<file path="src/rtl/mips_pkg.sv">
// Shared MIPS pipeline definitions: the decoded control bundle, ALUOp encodings and opcodes.
package mips_pkg;

  typedef struct packed {
    logic [1:0] aluop;
    logic       alusrc;
    logic       regdst;
    logic       branch;
    logic       memread;
    logic       memwrite;
    logic       regwrite;
    logic       memtoreg;
  } ctrl_t;

  localparam ctrl_t CTRL_NOP = '0;

  localparam logic [1:0] ALUOP_ADD   = 2'b00;
  localparam logic [1:0] ALUOP_SUB   = 2'b01;
  localparam logic [1:0] ALUOP_RTYPE = 2'b10;

  localparam logic [5:0] OP_LW    = 6'b100011;
  localparam logic [5:0] OP_SW    = 6'b101011;
  localparam logic [5:0] OP_BEQ   = 6'b000100;
  localparam logic [5:0] OP_RTYPE = 6'b000000;

endpackage

</file>
<file path="src/rtl/sat_counter16.sv">
// 16-bit event counter that increments on request, holds otherwise and sticks at 0xFFFF.
module sat_counter16
  import mips_pkg::*;
(
  input  logic        clk,
  input  logic        reset,
  input  logic        inc,
  output logic [15:0] count
);

  logic [15:0] count_q;
  logic [15:0] count_d;

  always_comb begin
    count_d = count_q;
    if (inc && (count_q != 16'hFFFF)) begin
      count_d = count_q + 16'd1;
    end
  end

  always_ff @(posedge clk or posedge reset) begin
    if (reset) begin
      count_q <= '0;
    end else begin
      count_q <= count_d;
    end
  end

  assign count = count_q;

endmodule

</file>
<file path="src/rtl/id_ex_pipe.sv">
// ID/EX pipeline register with stall, load-use bubble and branch flush.
// Define ID_EX_PERF_EN to add the saturating perf_bubbles / perf_flushes counters.
module id_ex_pipe
  import mips_pkg::*;
#(
  parameter int DW = 32,
  parameter int RW = 5
) (
  input  logic          clk,
  input  logic          reset,
  input  logic          id_valid,
  input  logic [1:0]    id_aluop,
  input  logic          id_alusrc,
  input  logic          id_regdst,
  input  logic          id_branch,
  input  logic          id_memread,
  input  logic          id_memwrite,
  input  logic          id_regwrite,
  input  logic          id_memtoreg,
  input  logic [DW-1:0] id_pc4,
  input  logic [DW-1:0] id_rdata1,
  input  logic [DW-1:0] id_rdata2,
  input  logic [DW-1:0] id_imm,
  input  logic [RW-1:0] id_rs,
  input  logic [RW-1:0] id_rt,
  input  logic [RW-1:0] id_rd,
  input  logic          hazard_detected,
  input  logic          stall,
  input  logic          flush,
  output logic          ex_valid,
  output logic [1:0]    ex_aluop,
  output logic          ex_alusrc,
  output logic          ex_regdst,
  output logic          ex_branch,
  output logic          ex_memread,
  output logic          ex_memwrite,
  output logic          ex_regwrite,
  output logic          ex_memtoreg,
  output logic [DW-1:0] ex_pc4,
  output logic [DW-1:0] ex_rdata1,
  output logic [DW-1:0] ex_rdata2,
  output logic [DW-1:0] ex_imm,
  output logic [RW-1:0] ex_rs,
  output logic [RW-1:0] ex_rt,
  output logic [RW-1:0] ex_rd,
  output logic [RW-1:0] ex_load_rt
`ifdef ID_EX_PERF_EN
  ,
  output logic [15:0]   perf_bubbles,
  output logic [15:0]   perf_flushes
`endif
);

  ctrl_t         id_ctrl;
  ctrl_t         ctrl_q,   ctrl_d;
  logic          valid_q,  valid_d;
  logic [DW-1:0] pc4_q,    pc4_d;
  logic [DW-1:0] rdata1_q, rdata1_d;
  logic [DW-1:0] rdata2_q, rdata2_d;
  logic [DW-1:0] imm_q,    imm_d;
  logic [RW-1:0] rs_q,     rs_d;
  logic [RW-1:0] rt_q,     rt_d;
  logic [RW-1:0] rd_q,     rd_d;

  assign id_ctrl = {id_aluop, id_alusrc, id_regdst, id_branch,
                    id_memread, id_memwrite, id_regwrite, id_memtoreg};

  // Squashes (flush or bubble) empty the slot but leave the data fields untouched.
  always_comb begin
    valid_d  = valid_q;
    ctrl_d   = ctrl_q;
    pc4_d    = pc4_q;
    rdata1_d = rdata1_q;
    rdata2_d = rdata2_q;
    imm_d    = imm_q;
    rs_d     = rs_q;
    rt_d     = rt_q;
    rd_d     = rd_q;
    if (flush) begin
      valid_d = 1'b0;
      ctrl_d  = CTRL_NOP;
    end else if (stall) begin
      valid_d = valid_q;
    end else if (hazard_detected) begin
      valid_d = 1'b0;
      ctrl_d  = CTRL_NOP;
    end else begin
      valid_d  = id_valid;
      ctrl_d   = id_valid ? id_ctrl : CTRL_NOP;
      pc4_d    = id_pc4;
      rdata1_d = id_rdata1;
      rdata2_d = id_rdata2;
      imm_d    = id_imm;
      rs_d     = id_rs;
      rt_d     = id_rt;
      rd_d     = id_rd;
    end
  end

  always_ff @(posedge clk or posedge reset) begin
    if (reset) begin
      valid_q  <= 1'b0;
      ctrl_q   <= CTRL_NOP;
      pc4_q    <= '0;
      rdata1_q <= '0;
      rdata2_q <= '0;
      imm_q    <= '0;
      rs_q     <= '0;
      rt_q     <= '0;
      rd_q     <= '0;
    end else begin
      valid_q  <= valid_d;
      ctrl_q   <= ctrl_d;
      pc4_q    <= pc4_d;
      rdata1_q <= rdata1_d;
      rdata2_q <= rdata2_d;
      imm_q    <= imm_d;
      rs_q     <= rs_d;
      rt_q     <= rt_d;
      rd_q     <= rd_d;
    end
  end

  assign ex_valid    = valid_q;
  assign ex_aluop    = ctrl_q.aluop;
  assign ex_alusrc   = ctrl_q.alusrc;
  assign ex_regdst   = ctrl_q.regdst;
  assign ex_branch   = ctrl_q.branch;
  assign ex_memread  = ctrl_q.memread;
  assign ex_memwrite = ctrl_q.memwrite;
  assign ex_regwrite = ctrl_q.regwrite;
  assign ex_memtoreg = ctrl_q.memtoreg;
  assign ex_pc4      = pc4_q;
  assign ex_rdata1   = rdata1_q;
  assign ex_rdata2   = rdata2_q;
  assign ex_imm      = imm_q;
  assign ex_rs       = rs_q;
  assign ex_rt       = rt_q;
  assign ex_rd       = rd_q;
  assign ex_load_rt  = (valid_q && ctrl_q.memread) ? rt_q : '0;

`ifdef ID_EX_PERF_EN
  logic bubble_edge;

  // A bubble only counts on edges where it actually takes effect.
  assign bubble_edge = hazard_detected && !flush && !stall;

  sat_counter16 u_bubble_cnt (
    .clk   (clk),
    .reset (reset),
    .inc   (bubble_edge),
    .count (perf_bubbles)
  );

  sat_counter16 u_flush_cnt (
    .clk   (clk),
    .reset (reset),
    .inc   (flush),
    .count (perf_flushes)
  );
`endif

endmodule

</file>
<file path="config.mk">
export PLATFORM = sky130hd
export DESIGN_NAME = id_ex_pipe
export DESIGN_NICKNAME = d
export VERILOG_FILES = /design/src/rtl/mips_pkg.sv /design/src/rtl/sat_counter16.sv /design/src/rtl/id_ex_pipe.sv
export SDC_FILE = /design/constraint.sdc
export NUM_CORES = 1
export LEC_CHECK = 0
export CELL_PAD_IN_SITES_DETAIL_PLACEMENT = 2
export CELL_PAD_IN_SITES_GLOBAL_PLACEMENT = 2
export CORE_MARGIN = 1
export CORE_UTILIZATION = 27
export CTS_BUF_LIST = sky130_fd_sc_hd__clkbuf_4 sky130_fd_sc_hd__clkbuf_8
export DETAILED_ROUTE_END_ITERATION = 16
export PLACE_DENSITY = 0.95
export SLEW_MARGIN = 20
export SYNTH_ARGS = -nofsm -noshare
export SYNTH_HDL_FRONTEND = slang
export SYNTH_SLANG_ARGS = --single-unit
</file>
<file path="constraint.sdc">
create_clock -name clk -period 8.5 [get_ports clk]
set_clock_uncertainty 0.1 [all_clocks]
set_input_delay 1.7 -clock clk [delete_from_list [all_inputs] [get_ports clk]]
set_output_delay 1.7 -clock clk [all_outputs]
set_load 0.01 [all_outputs]
</file>
# Yosys cells after proc, flatten, opt, wreduce, memory -nomap -nowiden
# Cells that the tools add are included.
[op_classes]
mux = 8
n_eq_ne = 1
bitwise_logic = 3
reduce_logical = 2
[op_table]
columns = ["cell", "count"]
rows = [
  ["9-bit 2-to-1 mux", 4],
  ["5-bit 2-to-1 mux", 1],
  ["1-bit 2-to-1 mux", 3],
  ["1-bit inverter", 3],
  ["3-bit AND reduction", 1],
  ["2-bit by 1-bit inequality test with 1-bit output (second input constant)", 1],
  ["1-bit logical AND", 1],
]
[totals]
out_inout_bits = 158
in_bits = 158
wordCells = 30
register_bits = 153

# Depth between registers and ports, before layout
[depth]
word_depth = 4
depth_mapped = 4
ltp_nobuf = 2

# Worst setup path before layout
# OpenSTA, ideal clock, no wires.
[synth_timing]
kind = "input -> register"
startpoint = "in flush"
endpoint = "reg pc4_q[0], in the netlist ex_pc4[0]"
path_buffers = 2
t_arrival_ps = 2696
cell_stages = 4
setup_time_ps = 127
setup_slack_ps = 5577
required_ps = 8273
path_cell_list = "nor3_2 -> buf_4 -> buf_6 -> mux2_1"
[synth_between]
elab_chain_len = 2
[synth_lines]
columns = ["item", "line", "source"]
rows = [
  ["start: declaration", "id_ex_pipe.sv:29", "input logic flush,"],
  ["1-bit inverter (no source line)", "-", ""],
  ["3-bit AND reduction (no source line)", "-", ""],
  ["end signal: assignment", "id_ex_pipe.sv:114", "pc4_q <= pc4_d;"],
  ["end: declaration", "id_ex_pipe.sv:57", "logic [DW-1:0] pc4_q, pc4_d;"],
]
# No other way between the ends.
# A chain may end at the register's enable or synchronous reset.

# Worst setup path after layout
[layout_timing]
startpoint = "in stall"
endpoint = "reg imm_q[20], in the netlist ex_imm[20]"
[layout_between]
elab_chain_len = 2
[layout_lines]
columns = ["item", "line", "source"]
rows = [
  ["start: declaration", "id_ex_pipe.sv:28", "input logic stall,"],
  ["1-bit inverter (no source line)", "-", ""],
  ["3-bit AND reduction (no source line)", "-", ""],
  ["end signal: assignment", "id_ex_pipe.sv:117", "imm_q <= imm_d;"],
  ["end: declaration", "id_ex_pipe.sv:60", "logic [DW-1:0] imm_q, imm_d;"],
]
# No other way between the ends.

==> impl_results.md <==
* Status: finished clean
* IO Pins at 316
* Initial Util at 27.59%
* Fin area at 9607 sq um
* DR vias/cell at 4.398
* Detailed Place HPWL at 14.56 mm
* Post-synthesis sequential area ratio at 65.81%
* Fmax at 265.8 MHz
* Pint at 1.480 mW
* Clk sinks at 153
* Share of cells above drive strength 1 at 16.25%
* Share of power burned in registers at 45.1%
* Critical Path Fanout Max at 73
* Final Setup Violations at 0
* DR WL/cell at 19.69 um
* Detail Route Antenna Nets at 0
* Core Area at 21090 sq um
* Cell count after synthesis at 352
* Die area at 22140 sq um
* Via Count at 4213
* Synthesized cell area at 5818 sq um
* Gate power share at 27.8%
* Dpl cells at 926
* Die Y-Extent at 148.8 um
* First-pass GRT wire length at 29.19 mm
* Diode count at 0
* Port buffer count at 315
* Critical Path AT at 3990 ps
* Vias in the first global route at 4972
* Kind of critical path: in2reg
* Die width at 148.8 um
* Layout Area Growth over Synthesis at 65.12%
* Worst path cell trace: clkdlybuf4s50_1, nor3_4, buf_4, mux2_2
* Post-CTS Hold Buffers at 0
* Yosys top cell area share at 65.81%
* Top delay family on crit path: buffers and inverters
* Top cells by area, synth: dfrtp_1 66%, mux2_2 14%, mux2_1 14%
* Syn nets at 510
* Initial antenna violation count at 0
* Setup TNS at 0 ps
* Clk slew on worst S/H paths at 90 ps
* Root Buffer Master: clkbuf_8
* RSZ-0062 raised after global routing: false
* Buffers & Inverters on Critical Path at 2
* Post-CTS setup buffer count at 0
* Synth Register Bits at 153
* CP required at 8720 ps
* Max clock buf depth at 2
* Post-synth cell types at 14
* CTS tree: yes
* Largest net degree at the start of global routing at 95
* Multiplexer area fraction after synthesis at 27.68%
* Max-slew headroom at 37.11%
* Global Route Usage Sum at 17.65%
* Max incr delay on CP at 770 ps
* Clock Latency Late Sink at 450 ps
* Minimum clock period at 3763 ps
* HP Class: reg2reg
* Final hold vios at 0
* Drt drc at 0
* Peak supply drop at 0.00008393 V
* Filler cell count at 2023
* Routed Wire Length at 18.87 mm
* Most common cell after layout, fill and taps aside: clkdlybuf4s50_1
* Synth Area in Compound Gates at 0.8602%
* DR pass1 iterations at 4
* Max-Cap Viols at 0
* PostCTS Resize Cnt at 0
* Worst slew pin tran at 943.3 ps
* Total global routing overflow at 0
* Clock Power Share at 27.0%
* CTS buffer count at 17
* LEAKAGE at 3.896 nW
* Row cnt at 53
* Synth area leader: dfrtp_1
* Initial DRC Count at 56
* Post-route core utilization at 45.56%
* Syn Area/Cell at 16.53 sq um
* Nets@finish at 828
* Depth of the CTS H-tree at 4
* Crit end category: flop
* P_sw at 591.9 uW
* Placer Congestion at 0.7681
* Tcrit/Tclk final at 44.27%
* Switching Share at 28.57%
* Post-synthesis simple-gate area fraction at 3.247%
* Synth Area in XOR/XNOR at 0%
* Max-slew violations at 0
* Post-Synth Adder-Cell Area at 0%
* Cell type of the slowest stage on the worst timing path: clkdlybuf4s50_1
* Synthesis Warnings at 0
* Worst hold margin at 392.8 ps
* Largest family of logic cells by synthesized area: multiplexers
* Startpoint types: primary input
* PD cells at 215.7 nW/um^2
* Final non-filler cell total at 958
* Placed Area at 9213 sq um
* Most frequent cells in the layout: 315 x clkdlybuf4s50_1, 153 x dfrtp_1, 73 x mux2_2
-- path summary, 6_finish.rpt --
kind / start / to / slack (ps) / cells after the start
max: stall / ex_imm[20] / 4740 / 4
min: ex_rdata1[18] / ex_rdata1[18] / 390 / 1
max reg2reg: ex_rdata2[13] / ex_rdata2[13] / 7550 / 1
min reg2reg: ex_rdata1[18] / ex_rdata1[18] / 390 / 1
max in group asynchronous: reset / ex_rt[3] / 5190 / 3
min in group asynchronous: reset / ex_pc4[9] / 1690 / 2
-- per-layer routing --
metal | up-vias | routed length, um | track usage, %
met1 | 2107 | 6949 | 18.91
met4 | 0 | 292 | 5.612
li1 | 1881 | - | -
met5 | - | 0 | 0
met3 | 20 | 1815 | 7.187
met2 | 205 | 9809 | 31.47
-- cell type report --
class / instances / area [sq um] / area share, %
inverters: 1 / 8.758 / 0.09117
clock inverters: 13 / 132.6 / 1.381
clock buffers: 19 / 261.5 / 2.722
repair buffers: 318 / 3176 / 33.06
flip-flops and latches: 153 / 3829 / 39.85
well taps: 275 / 344.1 / 3.582
multi-input cells: 179 / 1856 / 19.31
-- power by group through the flow --
| stage | clock [mW] | combinational [mW] | sequential, mW |
|---|---|---|---|
| 6_report | 0.560 | 0.577 | 0.935 |
| 5_1_grt | 0.613 | 0.616 | 0.952 |
| 4_1_cts | 0.583 | 0.588 | 0.939 |
| 3_5_place_dp | 0 | 0.585 | 0.953 |
| 3_3_place_gp | 0 | 0.561 | 0.933 |
| 2_1_floorplan | 0 | 0.131 | 0.996 |
-- Yosys cell counts --
cell type / instances
dfrtp_1: 153
mux2_2: 73
mux2_1: 70
a21oi_1: 10
nand2_1: 10
nand4bb_1: 9
buf_2: 7
buf_6: 7
and3_1: 5
clkbuf_1: 4
buf_4: 1
inv_1: 1
nor3_2: 1
or3b_2: 1
-- kinds of logic (layout without fill, tap and decap cells) --
logic type / Yosys count / count (layout)
buffers and inverters: 20 / 351
multiplexers: 143 / 143
flip-flops: 153 / 153
AO/OA/AOI/OAI: 10 / 10
AND/OR/NAND/NOR: 26 / 26
-- stage by stage --
stage	total power [mW]	worst slack, ps
CTS	2.110	4770
floorplan	1.127	2579
global placement	1.495	4365
finish	2.072	4737
detailed placement	1.538	4250
global route	2.182	4594
-- registers in the layout (all words and copies together) (netlist names), 2 cells and up --
name	flops
ex_pc4	32
ex_rd	5
ex_imm	32
ex_rs	5
ex_rdata2	32
ex_rdata1	32
ex_aluop	2
ex_rt	5
(Power assumes the default switching activity.)
